`config.mk`:
```
export PLATFORM = sky130hd
export DESIGN_NAME = apo_router_in_queue_flat
export DESIGN_NICKNAME = d
export VERILOG_FILES = /design/src/rtl/apo_router_in_queue_if.sv /design/src/rtl/apo_router_in_queue.sv /design/src/flat_wrapper.sv
export SDC_FILE = /design/constraint.sdc
export NUM_CORES = 1
export LEC_CHECK = 0
export CELL_PAD_IN_SITES_DETAIL_PLACEMENT = 0
export CELL_PAD_IN_SITES_GLOBAL_PLACEMENT = 1
export CORE_MARGIN = 2
export CORE_UTILIZATION = 49
export CTS_BUF_LIST = sky130_fd_sc_hd__clkbuf_16
export DETAILED_ROUTE_END_ITERATION = 8
export GPL_TIMING_DRIVEN = 0
export PLACE_DENSITY_LB_ADDON = 0.1
export SLEW_MARGIN = 20
export SYNTH_ARGS = -nofsm -noshare
export SYNTH_HDL_FRONTEND = slang
export SYNTH_SLANG_ARGS = --single-unit
```
`constraint.sdc`:
```
create_clock -name clk -period 5.2 [get_ports clk]
set_clock_uncertainty 0.2 [all_clocks]
set_input_delay 1.04 -clock clk [delete_from_list [all_inputs] [get_ports clk]]
set_output_delay 1.04 -clock clk [all_outputs]
set_load 0.01 [all_outputs]
```
`src/rtl/apo_router_in_queue_if.sv`:
```
`default_nettype none
// +----------------------------------------------------------------------------+
// | apo_router_in_queue_if                                                     |
// | Port bundle between the router input-queue stage and its neighbours.       |
// | Revision: 1.0                                                              |
// +----------------------------------------------------------------------------+
interface apo_router_in_queue_if #(
  parameter int PKT_W = 15,
  parameter int CNT_W = 8
) ();
  logic [PKT_W-1:0] in_free;
  logic [PKT_W-1:0] in_r1R;
  logic [PKT_W-1:0] in_r2R;
  logic [PKT_W-1:0] in_r1L;
  logic [PKT_W-1:0] in_r2L;
  logic [PKT_W-1:0] out_free;
  logic [PKT_W-1:0] out_r1R;
  logic [PKT_W-1:0] out_r2R;
  logic [PKT_W-1:0] out_r1L;
  logic [PKT_W-1:0] out_r2L;
  logic             clr_ovf;
  logic [4:0]       ovf;
  logic [CNT_W-1:0] drop_cnt;
  logic             busy;

  modport master (
    output in_free, in_r1R, in_r2R, in_r1L, in_r2L, clr_ovf,
    input  out_free, out_r1R, out_r2R, out_r1L, out_r2L, ovf, drop_cnt, busy
  );

  modport slave (
    input  in_free, in_r1R, in_r2R, in_r1L, in_r2L, clr_ovf,
    output out_free, out_r1R, out_r2R, out_r1L, out_r2L, ovf, drop_cnt, busy
  );
endinterface
`default_nettype wire

```
`src/rtl/apo_router_in_queue.sv`:
```
`default_nettype none
// +----------------------------------------------------------------------------+
// | apo_router_in_queue                                                        |
// | Per-port FIFOs in front of a circulant router; issues one packet per cycle.|
// | Optional macro APO_Q_RR_EN selects round-robin instead of fixed priority.  |
// | Revision: 1.0                                                              |
// +----------------------------------------------------------------------------+
module apo_router_in_queue #(
  parameter int PKT_W = 15,
  parameter int DEPTH = 4,
  parameter int CNT_W = 8
) (
  input  logic                  clk,
  input  logic                  rst_n,
  apo_router_in_queue_if.slave  bus
);

  localparam int NP = 5;
  localparam int AW = $clog2(DEPTH);
  localparam int CW = AW + 1;

  logic [PKT_W-1:0] w_in   [NP];
  logic [PKT_W-1:0] w_head [NP];
  logic [NP-1:0]    w_req;
  logic [NP-1:0]    w_grant;
  logic [NP-1:0]    w_drop;
  logic [NP-1:0]    w_nz_nxt;
  logic [2:0]       w_start;
  logic [3:0]       w_idx;
  logic             w_found;
  logic [2:0]       w_drop_num;
  logic [CNT_W:0]   w_drop_sum;

  logic [PKT_W-1:0] r_out [NP];
  logic [NP-1:0]    r_ovf;
  logic [CNT_W-1:0] r_drop_cnt;
  logic             r_busy;
  logic             r_arm;

  assign w_in[0] = bus.in_free;
  assign w_in[1] = bus.in_r1R;
  assign w_in[2] = bus.in_r2R;
  assign w_in[3] = bus.in_r1L;
  assign w_in[4] = bus.in_r2L;

  generate
    for (genvar p = 0; p < NP; p++) begin : g_port
      logic [PKT_W-1:0] r_mem [DEPTH];
      logic [AW-1:0]    r_wr_ptr;
      logic [AW-1:0]    r_rd_ptr;
      logic [CW-1:0]    r_cnt;
      logic [CW-1:0]    w_cnt_nxt;
      logic             w_vld;
      logic             w_full;
      logic             w_push;
      logic             w_pop;

      // r_arm blocks the edge on which reset is released from capturing a packet
      assign w_vld      = r_arm & w_in[p][PKT_W-1];
      assign w_full     = (r_cnt == CW'(DEPTH));
      assign w_pop      = w_grant[p];
      assign w_push     = w_vld & (~w_full | w_pop);
      assign w_drop[p]  = w_vld & w_full & ~w_pop;
      assign w_req[p]   = (r_cnt != '0);
      assign w_head[p]  = r_mem[r_rd_ptr];
      assign w_nz_nxt[p] = (w_cnt_nxt != '0);

      always_comb begin
        w_cnt_nxt = r_cnt;
        if (w_push && !w_pop) begin
          w_cnt_nxt = r_cnt + CW'(1);
        end else if (w_pop && !w_push) begin
          w_cnt_nxt = r_cnt - CW'(1);
        end
      end

      always_ff @(posedge clk or negedge rst_n) begin
        if (!rst_n) begin
          r_wr_ptr <= '0;
          r_rd_ptr <= '0;
          r_cnt    <= '0;
        end else begin
          if (w_push) r_wr_ptr <= r_wr_ptr + AW'(1);
          if (w_pop)  r_rd_ptr <= r_rd_ptr + AW'(1);
          r_cnt <= w_cnt_nxt;
        end
      end

      always_ff @(posedge clk) begin
        if (w_push) r_mem[r_wr_ptr] <= w_in[p];
      end
    end
  endgenerate

`ifdef APO_Q_RR_EN
  logic [2:0] r_last;
  logic [2:0] w_gidx;

  assign w_start = (r_last == 3'd4) ? 3'd0 : r_last + 3'd1;

  always_ff @(posedge clk or negedge rst_n) begin
    if (!rst_n) begin
      r_last <= 3'd0;
    end else if (w_found) begin
      r_last <= w_gidx;
    end
  end
`else
  assign w_start = 3'd0;
`endif

  // Grant the first requester found walking forward from w_start, modulo 5
  always_comb begin
    w_grant = '0;
    w_found = 1'b0;
    w_idx   = 4'd0;
`ifdef APO_Q_RR_EN
    w_gidx  = 3'd0;
`endif
    for (int k = 0; k < NP; k++) begin
      w_idx = {1'b0, w_start} + 4'(k);
      if (w_idx >= 4'd5) w_idx = w_idx - 4'd5;
      if (!w_found && w_req[w_idx[2:0]]) begin
        w_grant[w_idx[2:0]] = 1'b1;
        w_found             = 1'b1;
`ifdef APO_Q_RR_EN
        w_gidx              = w_idx[2:0];
`endif
      end
    end
  end

  always_comb begin
    w_drop_num = 3'd0;
    for (int p = 0; p < NP; p++) begin
      w_drop_num = w_drop_num + {2'b00, w_drop[p]};
    end
  end

  assign w_drop_sum = {1'b0, r_drop_cnt} + (CNT_W+1)'(w_drop_num);

  always_ff @(posedge clk or negedge rst_n) begin
    if (!rst_n) begin
      for (int p = 0; p < NP; p++) r_out[p] <= '0;
      r_ovf      <= '0;
      r_drop_cnt <= '0;
      r_busy     <= 1'b0;
      r_arm      <= 1'b0;
    end else begin
      r_arm <= 1'b1;
      for (int p = 0; p < NP; p++) begin
        r_out[p] <= w_grant[p] ? w_head[p] : '0;
      end
      r_busy <= |w_nz_nxt;
      if (bus.clr_ovf) begin
        r_ovf      <= '0;
        r_drop_cnt <= '0;
      end else begin
        r_ovf      <= r_ovf | w_drop;
        r_drop_cnt <= w_drop_sum[CNT_W] ? '1 : w_drop_sum[CNT_W-1:0];
      end
    end
  end

  assign bus.out_free = r_out[0];
  assign bus.out_r1R  = r_out[1];
  assign bus.out_r2R  = r_out[2];
  assign bus.out_r1L  = r_out[3];
  assign bus.out_r2L  = r_out[4];
  assign bus.ovf      = r_ovf;
  assign bus.drop_cnt = r_drop_cnt;
  assign bus.busy     = r_busy;

endmodule
`default_nettype wire
```
`src/flat_wrapper.sv`:
```
// flat-port wrapper written by rule: the top's interface ports become plain ports
module apo_router_in_queue_flat 
#(
  parameter int PKT_W = 15,
  parameter int DEPTH = 4,
  parameter int CNT_W = 8
)
  (clk, rst_n, bus_in_free, bus_in_r1R, bus_in_r2R, bus_in_r1L, bus_in_r2L, bus_clr_ovf, bus_out_free, bus_out_r1R, bus_out_r2R, bus_out_r1L, bus_out_r2L, bus_ovf, bus_drop_cnt, bus_busy);
  apo_router_in_queue_if #(.PKT_W(PKT_W), .CNT_W(CNT_W)) bus_i ();
  input  logic clk;
  input  logic rst_n;
  input wire logic [$bits(bus_i.in_free)-1:0] bus_in_free;
  input wire logic [$bits(bus_i.in_r1R)-1:0] bus_in_r1R;
  input wire logic [$bits(bus_i.in_r2R)-1:0] bus_in_r2R;
  input wire logic [$bits(bus_i.in_r1L)-1:0] bus_in_r1L;
  input wire logic [$bits(bus_i.in_r2L)-1:0] bus_in_r2L;
  input wire logic [$bits(bus_i.clr_ovf)-1:0] bus_clr_ovf;
  output wire logic [$bits(bus_i.out_free)-1:0] bus_out_free;
  output wire logic [$bits(bus_i.out_r1R)-1:0] bus_out_r1R;
  output wire logic [$bits(bus_i.out_r2R)-1:0] bus_out_r2R;
  output wire logic [$bits(bus_i.out_r1L)-1:0] bus_out_r1L;
  output wire logic [$bits(bus_i.out_r2L)-1:0] bus_out_r2L;
  output wire logic [$bits(bus_i.ovf)-1:0] bus_ovf;
  output wire logic [$bits(bus_i.drop_cnt)-1:0] bus_drop_cnt;
  output wire logic [$bits(bus_i.busy)-1:0] bus_busy;
  assign bus_i.in_free = bus_in_free;
  assign bus_i.in_r1R = bus_in_r1R;
  assign bus_i.in_r2R = bus_in_r2R;
  assign bus_i.in_r1L = bus_in_r1L;
  assign bus_i.in_r2L = bus_in_r2L;
  assign bus_i.clr_ovf = bus_clr_ovf;
  assign bus_out_free = bus_i.out_free;
  assign bus_out_r1R = bus_i.out_r1R;
  assign bus_out_r2R = bus_i.out_r2R;
  assign bus_out_r1L = bus_i.out_r1L;
  assign bus_out_r2L = bus_i.out_r2L;
  assign bus_ovf = bus_i.ovf;
  assign bus_drop_cnt = bus_i.drop_cnt;
  assign bus_busy = bus_i.busy;
  apo_router_in_queue #(.PKT_W(PKT_W), .DEPTH(DEPTH), .CNT_W(CNT_W)) u_core (.clk(clk), .rst_n(rst_n), .bus(bus_i));
endmodule
```
==> results of run 1 <==
-- worst max-delay path by stage --
stage | start | endpoint | depth (start not counted)
2_1_floorplan | bus_in_r1R[14] | u_core.bus.drop_cnt[0] | 15
3_3_place_gp | rst_n | u_core.bus.out_r2L[11] | 1
3_5_place_dp | bus_in_r1R[14] | u_core.bus.drop_cnt[5] | 16
4_1_cts | u_core.g_port[0].r_cnt[0] | u_core.bus.drop_cnt[1] | 18
5_1_grt | bus_in_r1R[14] | u_core.bus.drop_cnt[3] | 16
6_report | bus_in_r1R[14] | u_core.bus.drop_cnt[1] | 16
-- placed cells by master, fill, tap and decap left out, drive strengths merged, types with 3 or more instances in the layout --
cell and instances:
inv 46, and2 34, edfxtp 300, clkinvlp 4, nand2b 5, dfrtp 125, mux4 75, xnor2 26
o211ai 6, a31oi 8, o21ai 8, clkdlybuf4s50 165, o31ai 3, clkinv 10, buf 16, nand3 20
nand2 19, nor2 16, fa 3, bufinv 3, nor3 11, ha 40, nor2b 4, a21oi 22
and3 66, clkbuf 79, nand4 5
-- layout make-up --
cell class	count	area, um^2	share of cell area [%]
buffer	47	195	0.968
clock buffer	45	1130	5.59
clock inverter	33	238	1.18
inverter	30	113	0.559
multi-input combinational	407	4080	20.3
sequential	425	12100	60.2
tap	448	561	2.78
timing repair buffer	168	1700	8.44
-- stage by stage --
stage | utilization (%) | worst slack (ns) | instances
floorplan | - | 0.898 | 909
global placement | 56.1 | -2.70 | 1523
detailed placement | 56.3 | -0.282 | 1524
CTS | 60.3 | 0.192 | 1602
global route | 60.4 | -0.00986 | 1603
finish | 60.4 | 0.352 | 1603
-- metal layers --
metal / up-vias / global-route usage, % / wire length, um
met2: 198 / 29.2 / 14800
met1: 4260 / 24.7 / 13700
met3: 40 / 3.71 / 1510
met4: 0 / 4.51 / 498
li1: 3922 / - / -
met5: - / 0 / 0
-- critical path: stages --
cell and delay (ns):
clkdlybuf4s50_1 0.60, nand2_1 0.22, nor3_4 0.23, ha_1 0.15
inv_1 0.05, fa_1 0.52, inv_1 0.04, ha_1 0.20
fa_1 0.50, inv_1 0.06, fa_1 0.42, nor2b_1 0.12
o21ai_0 0.15, nor2_1 0.24, nand4_1 0.31, a21oi_1 0.23
-- cell families after synthesis --
logic type                 share of synthesized area, %
DFF                                                73.5
and+or+nand+nor                                    6.80
muxes                                              10.4
buffers and inverters                              1.86
AOI/OAI and AO/OA                                  2.42
adders and majority gates                          3.52
xor gates and xnor gates                           1.49
other                                            0.0455
-- registers in the layout (all words and copies together) (netlist names) --
name / cells
u_core.bus.out_r1L: 15
u_core.g_port.r_wr_ptr: 10
u_core.bus.out_r2R: 15
u_core.g_port.r_rd_ptr: 10
u_core.bus.ovf: 5
u_core.bus.busy: 1
u_core.g_port.r_cnt: 15
u_core.g_port.r_mem: 300
u_core.bus.out_r1R: 15
u_core.bus.out_r2L: 15
u_core.r_arm: 1
u_core.bus.out_free: 15
u_core.bus.drop_cnt: 8
-- timing repair --
action | in CTS | in global routing
setup buffers | 0 | 1
resized for setup | 0 | 5
setup endpoints to repair | 0 | 7
-- where the power goes --
part / internal (mW) / total (mW) / switching (mW)
sequential: 4.14 / 4.32 / 0.179
clock: 1.72 / 2.96 / 1.24
combinational: 1.13 / 2.39 / 1.26
==> run_results.csv, run 1 <==
group,metric,value,unit
outcome,outcome,"finished, final reports clean",
drt,drtIter0Drc,424,
cells_and_area,fillCellCount,2563,
grt,grt_pass1_vias,8967,
worst_setup_path,critPathKind,"in2reg",
power_and_ir_drop,irDropWorstVdd,0.000289,V
yosys,synth_nets,1030,
worst_setup_path,r2r_slack,0.49,ns
yosys,synth.most_common_cell,"edfxtp_1",
clock_network,postCtsHoldBufs,0,
clock_network,tritoncts,"done",
worst_setup_path,worstPathRequired,5.45,ns
run,cap_viol_max_count,0,
yosys,synthesis.area,16500,um^2
grt,grt_pass1_wl,49000,um
clock_network,path_clk_slew,0.06,ns
yosys,yosys.area.top_type,"edfxtp_1",
drt,vias_per_cell,5.25,
sta,worst_pin_slew,0.886,ns
placed_design,place_area,18800,um^2
sta,tns,0,ns
clock_network,clock-root-buffer,"clkbuf_16",
sta,setup_viol,0,
yosys,ys_seq_area_share,73.5,%
worst_setup_path,worstPathArrival,5.10,ns
drt,routed_wl,30500,um
yosys,synthTopCellsByCount,"edfxtp_1 (300), dfrtp_1 (125), mux4_2 (75), and3_1 (66), ha_1 (40)",
power_and_ir_drop,finalPower,9.67,mW
die,core,33400,um^2
cells_and_area,diodes,0,
worst_setup_path,worstSetupEndpointType,"register",
cells_and_area,area_delta_synth_final,22.1,%
worst_setup_path,crit_path_start_kind,"input port",
yosys,syn_avg_cell_area,18.2,um^2
min_path,hold_path.class,"in2async",
placed_design,io_buffers,166,
sta,final_hold_viol_count,0,
yosys,yosysUniqueCellTypes,52,
clock_network,clk_path_buf_depth,3,
die,fp-row-count,67,
drt,wl_per_cell,19.0,um
sta,min_period,4.85,ns
sta,fin_hold_ws,0.201,ns
yosys,ys_top_cells_by_area,"edfxtp_1 (55%), dfrtp_1 (19%), mux4_2 (10%)",
yosys,netlist.area_leader.share,54.6,%
yosys,synth_enable_flop_cells,300,
die,io-pin-count,167,
yosys,yosys_most_used_dff,"edfxtp_1",
worst_setup_path,reg2reg_depth,18,
yosys,async_flop_share,29.4,%
worst_setup_path,critPathMaxFanout,6,
grt,grtUsageTotal,17.8,%
worst_setup_path,reg2reg_from,"u_core.g_port[0].r_cnt[0]",
cells_and_area,nets,1244,
clock_network,cts_sinks,425,
cells_and_area,drive_above_1_share,13.6,%
die,start_util,49.5,%
die,die_w,188,um
sta,max_freq,206,MHz
drt,antenna_left,0,
yosys,ys.warnings.count,0,
worst_setup_path,r2r_end,"u_core.bus.drop_cnt[1]",
drt,drc,0,
die,die_area,35200,um^2
clock_network,cts_made_buffers,44,
grt,antenna_found_initial,0,
placed_design,gp_congestion,0.759,
placed_design,dp_hpwl,19400,um
yosys,netlist_instances,909,
clock_network,worst_skew_pair.late_latency,0.53,ns
die,die_h,188,um
cells_and_area,fin_area,20200,um^2
yosys,ys_seq_elements,425,
drt,vias,8420,
grt,grt_start_max_net_pins,85,
drt,dr.pass1.iters,6,
sta,fin_crit_sh,93.2,%
power_and_ir_drop,p_per_area,480,nW/um^2
clock_network,htreeDepth,2,
power_and_ir_drop,leakage,7.51,nW
grt,grt_overflow,0,
sta,relSlewSlack,40.9,%
sta,maxSlewViolCount,0,
Power figures use the tool's default switching activity.
==> inputs of run 2 (changes only) <==
Clock period 5.2 ns to 5.5 ns, I/O delays scaled along.
==> run 2 against run 1 <==
- first-iteration DRC count fell by 5.9%
- power fell by 5.5%
- sequential share of layout area rose by 0.067 points
- register-to-register slack improved by 0.02 ns
- sequential cell count did not move
- final cell count barely moved
- clock-buffer cell count did not move
- setup slack improved by 0.16 ns
- wire length fell by 0.15%
- non-clock buffer count fell by 1
- highest routed layer unchanged
==> run_results.csv, run 2 (synthesis results as in run 1) <==
group,metric,value,unit
placed_design,place_ws,-0.0424,ns
worst_setup_path,reg2reg_from,"u_core.g_port[0].r_cnt[0]",
die,die_h,188,um
placed_design,io_buffers,166,
grt,antenna_found_initial,0,
sta,final_hold_viol_count,0,
power_and_ir_drop,p_comb_share,24.7,%
power_and_ir_drop,clkPwrFrac,30.6,%
power_and_ir_drop,p_int,6.61,mW
worst_setup_path,r2r_end,"u_core.bus.drop_cnt[5]",
drt,drtIter0Drc,399,
sta,maxSlewViolCount,0,
outcome,outcome,"finished, final reports clean",
sta,rsz0062_at_grt,"false",
power_and_ir_drop,leakage,7.50,nW
sta,tns,0,ns
clock_network,cts_made_buffers,44,
power_and_ir_drop,power_switching,2.53,mW
cells_and_area,diodes,0,
grt,grt_start_max_net_pins,85,
grt,grt_pass1_wl,49000,um
run,cap_viol_max_count,0,
power_and_ir_drop,p_per_area,454,nW/um^2
die,die_w,188,um
clock_network,cts_resized,0,
cells_and_area,top_register,"u_core.g_port.r_mem",
drt,drc,0,
clock_network,post_cts_buffers,0,
sta,setup_viol,0,
power_and_ir_drop,swShare,27.7,%
die,fp-row-count,67,
clock_network,postCtsHoldBufs,0,
grt,grt_pass1_vias,8967,
power_and_ir_drop,irDropWorstVdd,0.000273,V
min_path,hold_path.class,"in2async",
worst_setup_path,critPathMaxFanout,6,
placed_design,dp_hpwl,19400,um
grt,grt_overflow,0,
worst_setup_path,worstPathRequired,5.75,ns
power_and_ir_drop,pwr-share-seq,44.7,%
drt,antenna_left,0,
clock_network,htreeDepth,2,
grt,grtUsageTotal,17.8,%
worst_setup_path,critPathKind,"in2reg",
clock_network,tritoncts,"done",
sta,min_period,4.99,ns
clock_network,path_clk_slew,0.06,ns
cells_and_area,drive_above_1_share,13.3,%
die,core,33400,um^2
placed_design,gp_congestion,0.759,
drt,wl_per_cell,19.0,um
worst_setup_path,r2r_slack,0.51,ns
cells_and_area,layout_commonest_cell,"edfxtp_1",
sta,fin_crit_sh,90.7,%
drt,vias,8400,
worst_setup_path,reg2reg_depth,18,
sta,relSlewSlack,40.9,%
cells_and_area,layout_common_cells,"edfxtp_1 (300), clkdlybuf4s50_1 (165), dfrtp_1 (125)",
worst_setup_path,worstSetupEndpointType,"register",
drt,routed_wl,30500,um
clock_network,clock-root-buffer,"clkbuf_16",
sta,worst_pin_slew,0.887,ns
cells_and_area,largest_register_ffs,300,
clock_network,cts_sinks,425,
cells_and_area,nets,1243,
worst_setup_path,crit_path_start_kind,"input port",
clock_network,clk_path_buf_depth,3,
die,die_area,35200,um^2
drt,dr.pass1.iters,7,
clock_network,worst_skew_pair.late_latency,0.53,ns
cells_and_area,area_delta_synth_final,21.9,%
die,io-pin-count,167,
sta,max_freq,200,MHz
sta,worst_slack,0.510,ns
die,start_util,49.5,%
worst_setup_path,worstPathArrival,5.24,ns
drt,vias_per_cell,5.24,
[run 2: layout make-up]
type | count | area, um^2
Multi-Input combinational cell | 407 | 4070
Clock buffer | 45 | 1130
Clock inverter | 33 | 238
Timing Repair Buffer | 167 | 1690
Fill cell | 2559 | 13200
Tap cell | 448 | 561
Inverter | 30 | 113
Buffer | 47 | 194
Sequential cell | 425 | 12100
[run 2: per-stage QoR]
step,hold WS [ns],power [mW],area [um^2],std cells,util [%]
2_1_floorplan,0.287,5.66,16500,909,-
3_3_place_gp,0.281,6.41,18700,1523,56.1
3_5_place_dp,0.290,6.45,18800,1524,56.3
4_1_cts,0.265,9.26,20100,1602,60.3
5_1_grt,0.277,9.63,20100,1602,60.3
6_report,0.263,9.14,20100,1602,60.3
[run 2: how the worst max path moves through the flow]
stage,to,start,cells after the start
finish,u_core.bus.drop_cnt[5],bus_in_r1R[14],16
global route,u_core.bus.drop_cnt[3],u_core.g_port[0].r_cnt[1],18
CTS,u_core.bus.drop_cnt[1],u_core.g_port[0].r_cnt[0],18
detailed placement,u_core.bus.drop_cnt[5],bus_in_r1R[14],16
global placement,u_core.bus.out_r2L[11],rst_n,1
floorplan,u_core.bus.drop_cnt[0],bus_in_r1R[14],15
[run 2: layer usage]
metal / up-vias / wire length (um) / track usage (%)
li1: 3916 / - / -
met5: - / 0 / 0
met3: 45 / 1550 / 3.71
met1: 4235 / 13700 / 24.7
met2: 204 / 14800 / 29.2
met4: 0 / 509 / 4.51
[run 2: critical path, stage by stage]
cell             delay (ns)
clkdlybuf4s50_1        0.59
nand2_1                0.18
nor3_1                 0.34
ha_1                   0.18
inv_1                  0.05
fa_1                   0.52
inv_1                  0.05
ha_1                   0.20
fa_1                   0.50
inv_1                  0.06
fa_1                   0.42
nor2b_1                0.12
o21ai_0                0.15
nor2_1                 0.22
nand4_1                0.31
a21oi_1                0.23
[run 2: power by group through the flow]
stage	Clock [mW]	Sequential, mW	Combinational, mW
final	2.79	4.08	2.26
after global routing	2.99	4.13	2.51
after CTS	2.86	4.09	2.31
after detailed placement	0	4.15	2.30
after global placement	0	4.14	2.27
after floorplan	0	4.16	1.51
